$ cat src/rtl/joy_serial_scan.sv
// Scanner for a daisy-chained 74HC165-style joystick chain: load, shift out PLAYERS*BITS bits,
// debounce whole frames and present one button bus per player (1 = pressed).
module joy_serial_scan #(
   parameter int DIV        = 24,
   parameter int PLAYERS    = 2,
   parameter int BITS       = 16,
   parameter int GAP        = 1024,
   parameter int DEBOUNCE   = 2,
   parameter bit ACTIVE_LOW = 1'b1
) (
   input  logic                      clk,
   input  logic                      RESET_N,
   input  logic                      enable,
   input  logic                      JOY_DATA,
   output logic                      JOY_CLK,
   output logic                      JOY_LOAD,
   output logic [PLAYERS*BITS-1:0]   joystick,
   output logic                      frame_stb,
   output logic                      changed
);

   localparam int TOTAL = PLAYERS * BITS;
   localparam int KW    = (TOTAL > 1)    ? $clog2(TOTAL)    : 1;
   localparam int DW    = (DIV > 1)      ? $clog2(DIV)      : 1;
   localparam int GW    = (GAP > 1)      ? $clog2(GAP)      : 1;
   localparam int CW    = (DEBOUNCE > 1) ? $clog2(DEBOUNCE) : 1;

   localparam logic [DW-1:0] DIV_LAST = DW'(DIV - 1);
   localparam logic [GW-1:0] GAP_LAST = GW'(GAP - 1);
   localparam logic [KW-1:0] K_LAST   = KW'(TOTAL - 1);
   localparam logic [CW-1:0] CNT_MAX  = CW'(DEBOUNCE - 1);

   localparam logic [2:0] S_IDLE     = 3'd0;
   localparam logic [2:0] S_LOAD     = 3'd1;
   localparam logic [2:0] S_SHIFT_LO = 3'd2;
   localparam logic [2:0] S_SHIFT_HI = 3'd3;
   localparam logic [2:0] S_DONE     = 3'd4;
   localparam logic [2:0] S_GAPW     = 3'd5;

   logic             r_rst_meta;
   logic             r_rst_sync;
   logic             r_data_meta;
   logic             r_data_sync;
   logic [2:0]       r_state;
   logic [DW-1:0]    r_div;
   logic [GW-1:0]    r_gap;
   logic [KW-1:0]    r_k;
   logic [TOTAL-1:0] r_raw;
   logic [TOTAL-1:0] r_prev;
   logic [CW-1:0]    r_cnt;
   logic [TOTAL-1:0] r_joy;
   logic             r_joy_clk;
   logic             r_joy_load;
   logic             r_stb;
   logic             r_changed;

   logic             w_rst_n;
   logic             w_div_last;
   logic             w_gap_last;
   logic             w_k_last;
   logic [CW-1:0]    w_cnt_next;
   logic             w_commit;

   assign w_rst_n    = r_rst_sync;
   assign w_div_last = (r_div == DIV_LAST);
   assign w_gap_last = (r_gap == GAP_LAST);
   assign w_k_last   = (r_k == K_LAST);

   assign JOY_CLK   = r_joy_clk;
   assign JOY_LOAD  = r_joy_load;
   assign joystick  = r_joy;
   assign frame_stb = r_stb;
   assign changed   = r_changed;

   // Reset asserts immediately, releases two clocks after RESET_N rises
   always_ff @(posedge clk or negedge RESET_N) begin
      if (!RESET_N) begin
         r_rst_meta <= 1'b0;
         r_rst_sync <= 1'b0;
      end else begin
         r_rst_meta <= 1'b1;
         r_rst_sync <= r_rst_meta;
      end
   end

   // Two-flop synchroniser on the chain data pin
   always_ff @(posedge clk or negedge w_rst_n) begin
      if (!w_rst_n) begin
         r_data_meta <= 1'b0;
         r_data_sync <= 1'b0;
      end else begin
         r_data_meta <= JOY_DATA;
         r_data_sync <= r_data_meta;
      end
   end

   // Next debounce count: saturate on a repeated frame, restart on any difference
   always_comb begin
      w_cnt_next = '0;
      if (r_raw != r_prev) begin
         w_cnt_next = '0;
      end else if (r_cnt == CNT_MAX) begin
         w_cnt_next = CNT_MAX;
      end else begin
         w_cnt_next = r_cnt + CW'(1);
      end
   end

   assign w_commit = (w_cnt_next == CNT_MAX) && (r_raw != r_joy);

   // Frame sequencer; pin levels are registered alongside the state they belong to
   always_ff @(posedge clk or negedge w_rst_n) begin
      if (!w_rst_n) begin
         r_state    <= S_IDLE;
         r_div      <= '0;
         r_gap      <= '0;
         r_k        <= '0;
         r_joy_clk  <= 1'b1;
         r_joy_load <= 1'b1;
      end else begin
         case (r_state)
            S_IDLE: begin
               r_div <= '0;
               if (enable) begin
                  r_state    <= S_LOAD;
                  r_joy_load <= 1'b0;
               end else begin
                  r_state <= S_IDLE;
               end
            end
            S_LOAD: begin
               if (w_div_last) begin
                  r_div      <= '0;
                  r_k        <= '0;
                  r_joy_load <= 1'b1;
                  r_joy_clk  <= 1'b0;
                  r_state    <= S_SHIFT_LO;
               end else begin
                  r_div <= r_div + DW'(1);
               end
            end
            S_SHIFT_LO: begin
               if (w_div_last) begin
                  r_div     <= '0;
                  r_joy_clk <= 1'b1;
                  r_state   <= S_SHIFT_HI;
               end else begin
                  r_div <= r_div + DW'(1);
               end
            end
            S_SHIFT_HI: begin
               if (!w_div_last) begin
                  r_div <= r_div + DW'(1);
               end else if (w_k_last) begin
                  r_div   <= '0;
                  r_state <= S_DONE;
               end else begin
                  r_div     <= '0;
                  r_k       <= r_k + KW'(1);
                  r_joy_clk <= 1'b0;
                  r_state   <= S_SHIFT_LO;
               end
            end
            S_DONE: begin
               r_gap   <= '0;
               r_state <= S_GAPW;
            end
            S_GAPW: begin
               if (!w_gap_last) begin
                  r_gap <= r_gap + GW'(1);
               end else if (enable) begin
                  r_joy_load <= 1'b0;
                  r_state    <= S_LOAD;
               end else begin
                  r_state <= S_IDLE;
               end
            end
            default: begin
               r_state    <= S_IDLE;
               r_div      <= '0;
               r_joy_clk  <= 1'b1;
               r_joy_load <= 1'b1;
            end
         endcase
      end
   end

   // Bit capture and frame-level debounce; only a completed frame reaches DONE
   always_ff @(posedge clk or negedge w_rst_n) begin
      if (!w_rst_n) begin
         r_raw     <= '0;
         r_prev    <= '0;
         r_cnt     <= '0;
         r_joy     <= '0;
         r_stb     <= 1'b0;
         r_changed <= 1'b0;
      end else begin
         r_stb     <= 1'b0;
         r_changed <= 1'b0;
         if ((r_state == S_SHIFT_LO) && w_div_last) begin
            r_raw[r_k] <= r_data_sync ^ ACTIVE_LOW;
         end else if (r_state == S_DONE) begin
            r_stb  <= 1'b1;
            r_cnt  <= w_cnt_next;
            r_prev <= r_raw;
            if (w_commit) begin
               r_joy     <= r_raw;
               r_changed <= 1'b1;
            end else begin
               r_joy <= r_joy;
            end
         end else begin
            r_raw <= r_raw;
         end
      end
   end

endmodule

$ cat config.mk
export PLATFORM = sky130hd
export DESIGN_NAME = joy_serial_scan
export DESIGN_NICKNAME = d
export VERILOG_FILES = /design/src/rtl/joy_serial_scan.sv
export SDC_FILE = /design/constraint.sdc
export NUM_CORES = 1
export LEC_CHECK = 0
export ABC_AREA = 1
export BUFFER_PORTS_ARGS = -buffer_cell sky130_fd_sc_hd__clkbuf_2
export CAP_MARGIN = 0
export CORE_UTILIZATION = 40
export DETAILED_ROUTE_END_ITERATION = 6
export PLACE_DENSITY = 0.59
export SYNTH_ARGS = -nofsm -noshare
export SYNTH_HDL_FRONTEND = slang
export SYNTH_SLANG_ARGS = --single-unit
$ cat constraint.sdc
create_clock -name clk -period 4.5 [get_ports clk]
set_input_delay 0.225 -clock clk [delete_from_list [all_inputs] [get_ports clk]]
set_output_delay 0.225 -clock clk [all_outputs]
set_load 0.005 [all_outputs]
==> flow_metrics.py, run 1 <==
metrics = {
    "status": {
        "status": "completed",
    },
    "floorplan": {
        "die_area_mm2": 0.0163,
        "die_width_um": 128,
        "fp.coreArea_mm2": 0.0153,
        "ioPinCount": 40,
        "start_util": 0.412,
        "die_y_um": 128,
        "rows": 45,
    },
    "global_route": {
        "antenna_found_initial": 0,
        "grt_overflow": 0,
        "globalRouteTotalUtil": 0.193,
        "grt_max_degree": 58,
        "grt_first_pass_wirelength_um": 24200,
        "grt_pass1_vias": 4701,
    },
    "sta": {
        "finalCritPeriodShare": 0.620,
        "skew_ps": 9.84,
        "relSlewSlack": 0.267,
        "period_needed_ps": 2790,
        "clock.fmax_ghz": 0.358,
        "setup-tns-final_ps": 0,
        "max_slew.worst_pin.slew_ps": 1100,
        "drv_slew": 0,
        "rsz0062_at_grt": "no",
        "hold_viol": 0,
        "finalSetupViolCount": 0,
    },
    "clock_network": {
        "cts_max_level": 4,
        "ctsResizeCount": 0,
        "clk_pin_slew_ps": 50,
        "cts_buffer_depth": 2,
        "clock-sinks": 127,
        "clockRootBuffer": "clkbuf_16",
        "insertion_delay_ps": 420,
        "cts_tree": "yes",
        "numCtsBuffers": 17,
        "postCtsSetupBuffers": 0,
        "hold_buffers": 2,
    },
    "setup_path": {
        "crit_top_cell": "nand2_1",
        "crit_required_ps": 4790,
        "critical_path.max_fanout": 33,
        "worstSetupEndpointType": "register",
        "cp_slowest_cell": "nor2_4",
        "worstSetupPathType": "reg -> reg",
        "arrival_ps": 3080,
        "cp-start-kind": "register",
        "critPathMaxStageDelay_ps": 660,
        "path_cells": "ha_1, nand2_1, inv_1, nand3_1, nor2_2, nor2_1, nand3_1, nor2_4, nand2_4, nand2_1, nand2_1",
    },
    "placement": {
        "io_buffers": 39,
        "gp_congestion": 0.748,
        "dp.cells": 1012,
        "dp_hpwl_um": 9550,
    },
    "routing": {
        "drt-wirelength-per-cell_um": 13.5,
        "post_drt_via_cell_ratio": 4.72,
        "drcViolationCount": 0,
        "first_iter_violations": 307,
        "drtPass1Iterations": 5,
        "route.vias.total": 4938,
        "finalWirelength_um": 14100,
        "antenna_left": 0,
    },
    "final_layout": {
        "final_cells": 1046,
        "nFillCells": 1525,
        "drive_above_1_share": 0.110,
        "diodes": 0,
        "seq_area_mm2": 0.00318,
        "nets": 833,
        "multi_input_area_mm2": 0.00269,
        "areaGrowthSynthToFinish_pct": 14.5,
    },
    "synthesis": {
        "synthesis.nets": 795,
        "netlist_area_mm2": 0.00630,
        "synthDistinctLibCells": 34,
        "synth_cells": 784,
        "syn_avg_cell_area_um2": 8.04,
        "ys_ff_latch": 127,
        "ys_seq_area_frac": 0.505,
        "yosysWarnings": 0,
    },
    "power": {
        "seq_power_share": 0.469,
        "p_leak_nw": 3.66,
        "p_comb_frac": 0.010,
        "p_clk_frac": 0.521,
        "p_int_mw": 1.96,
        "ir_drop_uv": 266,
        "pwr_density_cell_mw_per_mm2": 343,
        "switching_share": 0.206,
        "p_switching_mw": 0.510,
    },
    "run": {
        "cap_violations": 0,
    },
    "min_path": {
        "hold_path.class": "in -> async",
    },
}
-- cell usage after synthesis --
| cell type | number | area share |
|---|---|---|
| o22ai_1 | 1 | 0.00099 |
| conb_1 | 1 | 0.00059 |
| a21oi_1 | 27 | 0.021 |
| dfrtp_1 | 125 | 0.50 |
| nand3_1 | 69 | 0.055 |
| o21ai_1 | 9 | 0.0071 |
| buf_6 | 4 | 0.0071 |
| xnor2_1 | 36 | 0.050 |
| o32ai_1 | 2 | 0.0028 |
| ha_1 | 7 | 0.014 |
| or2_0 | 1 | 0.00099 |
| nand2_4 | 1 | 0.0018 |
| buf_2 | 5 | 0.0040 |
| dfstp_2 | 2 | 0.0083 |
| clkbuf_1 | 9 | 0.0054 |
| nor2_2 | 3 | 0.0030 |
| a31oi_1 | 13 | 0.013 |
| xor2_1 | 5 | 0.0069 |
| a211oi_1 | 1 | 0.0012 |
| or2_2 | 4 | 0.0040 |
| inv_2 | 6 | 0.0036 |
| buf_4 | 6 | 0.0071 |
| nand4_1 | 3 | 0.0030 |
| o21ai_0 | 48 | 0.038 |
| nor2_4 | 4 | 0.0071 |
| nand3b_1 | 2 | 0.0024 |
| inv_1 | 69 | 0.041 |
| nor3_1 | 7 | 0.0056 |
| a22o_1 | 1 | 0.0014 |
| nand2_1 | 263 | 0.16 |
| nand2_2 | 1 | 0.00099 |
| or2_1 | 1 | 0.00099 |
| buf_1 | 2 | 0.0012 |
| nor2_1 | 46 | 0.027 |
-- registers in the layout, indices dropped and copies added (netlist names) --
register and flops:
r_div 5, r_state 3, r_data_sync 1, r_rst_meta 1, JOY_CLK 1, r_rst_sync 1, frame_stb 1, r_gap 10
r_data_meta 1, JOY_LOAD 1, joystick 32, changed 1, r_raw 32, r_prev 32, r_k 5
-- power groups by stage --
stage | sequential [mW] | combinational (mW) | clock, mW
2_1_floorplan | 1.18 | 0.00997 | 0
3_3_place_gp | 1.18 | 0.0244 | 0
3_5_place_dp | 1.18 | 0.0245 | 0
4_1_cts | 1.16 | 0.0257 | 1.32
5_1_grt | 1.16 | 0.0285 | 1.36
6_report | 1.16 | 0.0247 | 1.29
-- path summary, 6_finish.rpt --
kind	start	to	slack, ps	cells past startpoint
max in group asynchronous	r_rst_sync$_DFF_PN0_	r_prev[10]$_DFFE_PN0P_	3110	1
worst min register to register	r_rst_meta$_DFF_PN0_	r_rst_sync$_DFF_PN0_	350	0
worst max register to register	r_div[0]$_DFFE_PN0N_	joystick[12]$_DFFE_PN0P_	1710	11
worst min-delay path	RESET_N	r_rst_sync$_DFF_PN0_	120	2
min in group clk	enable	JOY_LOAD$_DFFE_PN1P_	190	5
worst max-delay path	r_div[0]$_DFFE_PN0N_	joystick[12]$_DFFE_PN0P_	1710	11
-- cells in the final DEF, fill, tap and decap left out, drive strengths merged --
cell type / n
o22ai: 1
dfrtp: 125
a22o: 1
inv: 75
xnor2: 36
nor2: 53
nor3: 7
a21oi: 27
a211oi: 1
or2: 6
a31oi: 13
ha: 7
xor2: 5
nand2: 265
dlygate4sd3: 2
clkinvlp: 1
clkbuf: 65
clkinv: 4
bufinv: 1
conb: 1
nand3b: 2
buf: 4
nand3: 69
dfstp: 2
nand4: 3
o21ai: 57
o32ai: 2
-- logic make-up after synthesis --
family	Yosys count	share of synthesized area
AND/OR/NAND/NOR	405	0.269
flip-flops	127	0.505
AO/OA/AOI/OAI	102	0.0859
buffers and inverters	101	0.0695
XOR/XNOR	41	0.0570
adder cells (fa/ha/maj)	7	0.0139
other	1	0.000595
-- final cells by class --
class                      instances  share of cell area
inverter                          75              0.0390
clock buffer                      26              0.0692
timing repair buffer              45              0.0340
sequential                       127               0.441
multi-input combinational        556               0.372
clock inverter                     6             0.00798
tap                              211              0.0366
-- per-stage QoR --
| step | setup slack [ps] | instance area [um^2] | utilization | power [mW] | hold slack, ps |
|---|---|---|---|---|---|
| 6_report | 1710 | 7220 | 0.471 | 2.47 | 121 |
| 5_1_grt | 1350 | 7220 | 0.471 | 2.56 | 122 |
| 4_1_cts | 1630 | 7220 | 0.471 | 2.51 | 104 |
| 3_5_place_dp | 1640 | 6640 | 0.434 | 1.21 | 13.5 |
| 3_3_place_gp | 1740 | 6640 | 0.434 | 1.21 | 13.4 |
| 2_1_floorplan | 703 | 6300 | - | 1.19 | -70.6 |
-- worst max-delay path, delay by kind of cell, from the launching register on --
kind / cells / cell delay [ps]
simple gates: 9 / 1940
fa+ha+maj: 1 / 220
flops: 1 / 400
buf+inv: 1 / 60
-- layer usage --
layer	share of wire	routed length, um	track usage
met1	0.50	7020	0.268
met2	0.45	6420	0.293
met3	0.029	416	0.0410
met4	0.020	286	0.0812
met5	0	0	0
Power figures use the tool's default switching activity.
==> run 2: changes to the inputs <==
--- a/config.mk
+++ b/config.mk
@@ -10,7 +10,7 @@
 export CAP_MARGIN = 0
 export CORE_UTILIZATION = 40
 export DETAILED_ROUTE_END_ITERATION = 6
-export PLACE_DENSITY = 0.59
+export PLACE_DENSITY = 0.62
 export SYNTH_ARGS = -nofsm -noshare
 export SYNTH_HDL_FRONTEND = slang
 export SYNTH_SLANG_ARGS = --single-unit
==> constraint.sdc (replaced) <==
create_clock -name clk -period 2.3 [get_ports clk]
set_input_delay 0.115 -clock clk [delete_from_list [all_inputs] [get_ports clk]]
set_output_delay 0.115 -clock clk [all_outputs]
set_load 0.005 [all_outputs]
==> flow_metrics.py, run 2 (synthesis results as in run 1) <==
metrics = {
    "status": {
        "status": "completed",
    },
    "clock_network": {
        "cts_max_level": 4,
        "cts_tree": "yes",
        "postCtsSetupBuffers": 0,
        "cts_buffer_depth": 2,
        "clockRootBuffer": "clkbuf_16",
        "clock-sinks": 127,
        "clk_pin_slew_ps": 60,
        "numCtsBuffers": 17,
        "insertion_delay_ps": 420,
        "ctsResizeCount": 0,
        "hold_buffers": 3,
    },
    "routing": {
        "post_drt_via_cell_ratio": 4.76,
        "drt-wirelength-per-cell_um": 13.6,
        "finalWirelength_um": 14400,
        "first_iter_violations": 366,
        "route.vias.total": 5047,
        "drtPass1Iterations": 5,
        "antenna_left": 0,
        "drcViolationCount": 0,
    },
    "sta": {
        "setup-tns-final_ps": 0,
        "drv_slew": 0,
        "max_slew.worst_pin.slew_ps": 667,
        "hold_viol": 0,
        "relSlewSlack": 0.552,
        "period_needed_ps": 1960,
        "rsz0062_at_grt": "no",
        "skew_ps": 5.53,
        "clock.fmax_ghz": 0.509,
        "finalSetupViolCount": 0,
        "finalCritPeriodShare": 0.854,
    },
    "power": {
        "p_leak_nw": 3.75,
        "ir_drop_uv": 524,
        "pwr_density_cell_mw_per_mm2": 679,
    },
    "final_layout": {
        "drive_above_1_share": 0.124,
        "nets": 847,
        "layout_commonest_cell": "nand2_1",
        "final_cells": 1060,
        "areaGrowthSynthToFinish_pct": 17.1,
        "nFillCells": 1511,
        "final_cell_mix": "263 x nand2_1, 124 x dfrtp_1, 69 x inv_1, 69 x nand3_1, 48 x o21ai_0",
        "diodes": 0,
    },
    "floorplan": {
        "start_util": 0.412,
        "rows": 45,
        "fp.coreArea_mm2": 0.0153,
        "die_width_um": 128,
        "die_y_um": 128,
        "die_area_mm2": 0.0163,
        "ioPinCount": 40,
    },
    "placement": {
        "dp.cells": 1025,
        "io_buffers": 39,
        "dp_hpwl_um": 9840,
        "gp_congestion": 0.768,
    },
    "run": {
        "cap_violations": 0,
    },
    "min_path": {
        "hold_path.class": "in -> reg",
    },
    "global_route": {
        "grt_pass1_vias": 4652,
        "grt_max_degree": 51,
        "grt_overflow": 0,
        "globalRouteTotalUtil": 0.193,
        "antenna_found_initial": 0,
        "grt_first_pass_wirelength_um": 23900,
    },
    "setup_path": {
        "arrival_ps": 2270,
        "crit_required_ps": 2610,
        "worstSetupEndpointType": "register",
        "worstSetupPathType": "reg -> reg",
        "critical_path.max_fanout": 33,
        "cp-start-kind": "register",
    },
}
## run 2: cell types whose count changed in the layout (fill, tap and decap cells not counted)
cell / delta
bufinv_16: +1
clkbuf_8: +1
buf_12: +2
clkinv_2: -2
buf_4: +11
dlygate4sd3_1: +1
## run 2: metrics by stage
stage	util	hold slack [ps]	cell area, um^2	setup slack [ps]	total power [mW]
2_1_floorplan	-	-181	6300	186	2.33
4_1_cts	0.482	27.2	7380	304	5.07
3_5_place_dp	0.442	-96.2	6760	322	2.37
5_1_grt	0.482	48.3	7380	12.9	5.18
6_report	0.482	35.0	7380	336	5.01
3_3_place_gp	0.442	-97.3	6760	318	2.37
## run 2: final cells by class
type	count	area, um^2	share of cell area
flip-flops and latches	127	3180	0.431
multi-input cells	556	2690	0.364
well taps	211	264	0.0358
inverters	75	282	0.0381
clock inverters	5	77.6	0.0105
repair buffers	59	378	0.0512
clock buffers	27	513	0.0695
## run 2: path summary, 6_finish.rpt
check / start / end / slack, ps / depth (start not counted)
min in group asynchronous: r_rst_sync$_DFF_PN0_ / joystick[26]$_DFFE_PN0P_ / 270 / 0
hold / removal: enable / r_state[0]$_DFFE_PN0P_ / 30 / 3
setup / recovery: r_div[0]$_DFFE_PN0N_ / joystick[31]$_DFFE_PN0P_ / 340 / 11
hold reg to reg: r_rst_sync$_DFF_PN0_ / joystick[26]$_DFFE_PN0P_ / 270 / 0
setup reg to reg: r_div[0]$_DFFE_PN0N_ / joystick[31]$_DFFE_PN0P_ / 340 / 11
max in group asynchronous: r_rst_sync$_DFF_PN0_ / JOY_LOAD$_DFFE_PN1P_ / 1370 / 1
## run 2: critical path: stages (launching register included)
cell and delay [ps]:
dfrtp_1 400, ha_1 220, nand2_1 80, inv_1 60
nand3_1 130, nor2_2 90, nor2_1 100, nand3_1 110
nor2_4 170, nand2_4 260, nand2_1 150, nand2_1 60
## run 2: routing by layer
layer | track usage | part of all wire | vias to the layer above
li1 | - | - | 2599
met1 | 0.263 | 0.48 | 2349
met2 | 0.303 | 0.47 | 86
met3 | 0.0465 | 0.037 | 13
met4 | 0.0574 | 0.011 | 0
met5 | 0 | 0 | -
## run 2: power breakdown
part	leakage (nW)	internal, mW	switching [mW]	total, mW
Combinational	1.85	0.0187	0.0584	0.0771
Sequential	1.61	2.24	0.0133	2.25
Clock	0.288	1.74	0.946	2.68
Total	3.75	4.00	1.02	5.01
==> run 3: changes to the inputs <==
--- a/config.mk
+++ b/config.mk
@@ -6,11 +6,11 @@
 export NUM_CORES = 1
 export LEC_CHECK = 0
 export ABC_AREA = 1
-export BUFFER_PORTS_ARGS = -buffer_cell sky130_fd_sc_hd__clkbuf_2
 export CAP_MARGIN = 0
-export CORE_UTILIZATION = 40
+export CORE_UTILIZATION = 30
 export DETAILED_ROUTE_END_ITERATION = 6
-export PLACE_DENSITY = 0.62
+export DONT_BUFFER_PORTS = 1
+export PLACE_DENSITY = 0.48
 export SYNTH_ARGS = -nofsm -noshare
 export SYNTH_HDL_FRONTEND = slang
 export SYNTH_SLANG_ARGS = --single-unit
==> flow_metrics.py, run 3 (synthesis results as in run 1) <==
metrics = {
    "status": {
        "status": "completed",
    },
    "global_route": {
        "globalRouteTotalUtil": 0.159,
        "grt_overflow": 0,
        "antenna_found_initial": 0,
        "grt_pass1_vias": 4858,
        "grt_max_degree": 72,
        "grt_first_pass_wirelength_um": 26300,
    },
    "routing": {
        "drcViolationCount": 0,
        "drtPass1Iterations": 5,
        "antenna_left": 0,
        "post_drt_via_cell_ratio": 4.54,
        "finalWirelength_um": 15700,
        "route.vias.total": 4922,
        "first_iter_violations": 291,
        "drt-wirelength-per-cell_um": 14.5,
    },
    "setup_path": {
        "ff2ff_path_depth": 11,
        "critical_path.max_fanout": 33,
        "arrival_ps": 2320,
        "reg2reg_to": "joystick[1]$_DFFE_PN0P_",
        "worstSetupPathType": "reg -> reg",
        "crit_required_ps": 2610,
        "worstSetupEndpointType": "register",
        "r2r_slack_ps": 280,
        "regToRegStartpoint": "r_div[0]$_DFFE_PN0N_",
        "cp-start-kind": "register",
    },
    "sta": {
        "relSlewSlack": 0.530,
        "rsz0062_at_grt": "no",
        "finalSetupViolCount": 0,
        "finalCritPeriodShare": 0.878,
        "max_slew.worst_pin.slew_ps": 700,
        "clock.fmax_ghz": 0.495,
        "drv_slew": 0,
        "hold_viol": 0,
        "setup-tns-final_ps": 0,
        "skew_ps": 7.58,
        "period_needed_ps": 2020,
    },
    "power": {
        "seq_power_share": 0.452,
        "ir_drop_uv": 316,
        "p_comb_frac": 0.017,
        "pwr_density_cell_mw_per_mm2": 683,
        "p_int_mw": 3.90,
        "p_switching_mw": 1.07,
        "switching_share": 0.215,
        "p_clk_frac": 0.531,
        "p_total_mw": 4.97,
        "p_leak_nw": 3.57,
    },
    "floorplan": {
        "fp.coreArea_mm2": 0.0204,
        "die_area_mm2": 0.0216,
        "start_util": 0.309,
        "ioPinCount": 40,
        "die_width_um": 147,
        "rows": 52,
        "die_y_um": 147,
    },
    "clock_network": {
        "numCtsBuffers": 17,
        "postCtsSetupBuffers": 0,
        "clk_pin_slew_ps": 50,
        "insertion_delay_ps": 420,
        "clockRootBuffer": "clkbuf_16",
        "ctsResizeCount": 0,
        "clock-sinks": 127,
        "hold_buffers": 4,
        "cts_tree": "yes",
        "cts_max_level": 4,
        "cts_buffer_depth": 2,
    },
    "final_layout": {
        "nets": 811,
        "areaGrowthSynthToFinish_pct": 15.4,
        "drive_above_1_share": 0.0873,
        "diodes": 0,
        "fin_util": 0.356,
        "final_cell_mix": "263 x nand2_1, 124 x dfrtp_1, 69 x inv_1, 69 x nand3_1, 48 x o21ai_0",
        "design_area_mm2": 0.00727,
        "final_cells": 1083,
        "layout_commonest_cell": "nand2_1",
        "nFillCells": 2144,
    },
    "placement": {
        "dp_hpwl_um": 10600,
        "io_buffers": 0,
        "dp.cells": 1047,
        "dpl_cell_area_mm2": 0.00666,
        "gp_congestion": 0.744,
    },
    "run": {
        "cap_violations": 0,
    },
    "min_path": {
        "hold_path.class": "reg -> async",
    },
}
-- run 3: changes by cell type in the layout (fill, tap and decap cells not counted) --
cell | before | now
clkbuf_1 | 5 | 2
clkinvlp_4 | 1 | 4
buf_4 | 15 | 17
clkinv_2 | 2 | 5
clkbuf_8 | 5 | 2
dlygate4sd3_1 | 3 | 4
clkbuf_2 | 39 | 0
-- run 3: worst max-delay path, stage by stage, from the launching register on --
cell and delay, ps:
dfrtp_1 400, ha_1 230, nand2_1 90, inv_1 70, nand3_1 140, nor2_2 100, nor2_1 110, nand3_1 120
nor2_4 170, nand2_4 280, nand2_1 150, nand2_1 60
-- run 3: power by group through the flow --
stage	Clock [mW]	Combinational [mW]	Sequential, mW
finish	2.64	0.0857	2.25
global route	2.81	0.0998	2.24
CTS	2.71	0.0905	2.24
detailed placement	0	0.0848	2.29
global placement	0	0.0848	2.28
floorplan	0	0.0195	2.31
-- run 3: cell type report --
| class | count | area [um^2] | share of cell area |
|---|---|---|---|
| flip-flops and latches | 127 | 3180 | 0.438 |
| multi-input cells | 556 | 2690 | 0.369 |
| clock buffers | 21 | 460 | 0.0633 |
| well taps | 270 | 338 | 0.0465 |
| inverters | 75 | 282 | 0.0387 |
| repair buffers | 23 | 208 | 0.0286 |
| clock inverters | 11 | 115 | 0.0158 |
-- run 3: per-stage QoR --
| stage | setup WS (ps) | hold WS, ps |
|---|---|---|
| 4_1_cts | 279 | 114 |
| 3_5_place_dp | 281 | -181 |
| 6_report | 281 | 111 |
| 5_1_grt | 71.4 | 119 |
| 3_3_place_gp | 298 | -181 |
| 2_1_floorplan | 186 | -181 |
-- run 3: worst max-delay path by stage --
stage | start | to | slack, ps | cells past startpoint
6_report | r_div[0]$_DFFE_PN0N_ | joystick[1]$_DFFE_PN0P_ | 280 | 11
3_3_place_gp | r_div[0]$_DFFE_PN0N_ | joystick[24]$_DFFE_PN0P_ | 300 | 11
4_1_cts | r_div[0]$_DFFE_PN0N_ | joystick[1]$_DFFE_PN0P_ | 280 | 11
5_1_grt | r_div[0]$_DFFE_PN0N_ | joystick[11]$_DFFE_PN0P_ | 70 | 11
2_1_floorplan | r_rst_sync$_DFF_PN0_ | changed$_DFF_PN0_ | 190 | 0
3_5_place_dp | r_div[0]$_DFFE_PN0N_ | joystick[2]$_DFFE_PN0P_ | 280 | 11
-- run 3: metal layers --
metal  share of wire  vias to the layer above  track usage  wire, um
met4           0.010                        0       0.0557       165
met1            0.49                     2321        0.213      7670
met5               0                        -            0         0
met2            0.47                       63        0.251      7420
met3           0.030                       11       0.0382       476
li1                -                     2527            -         -
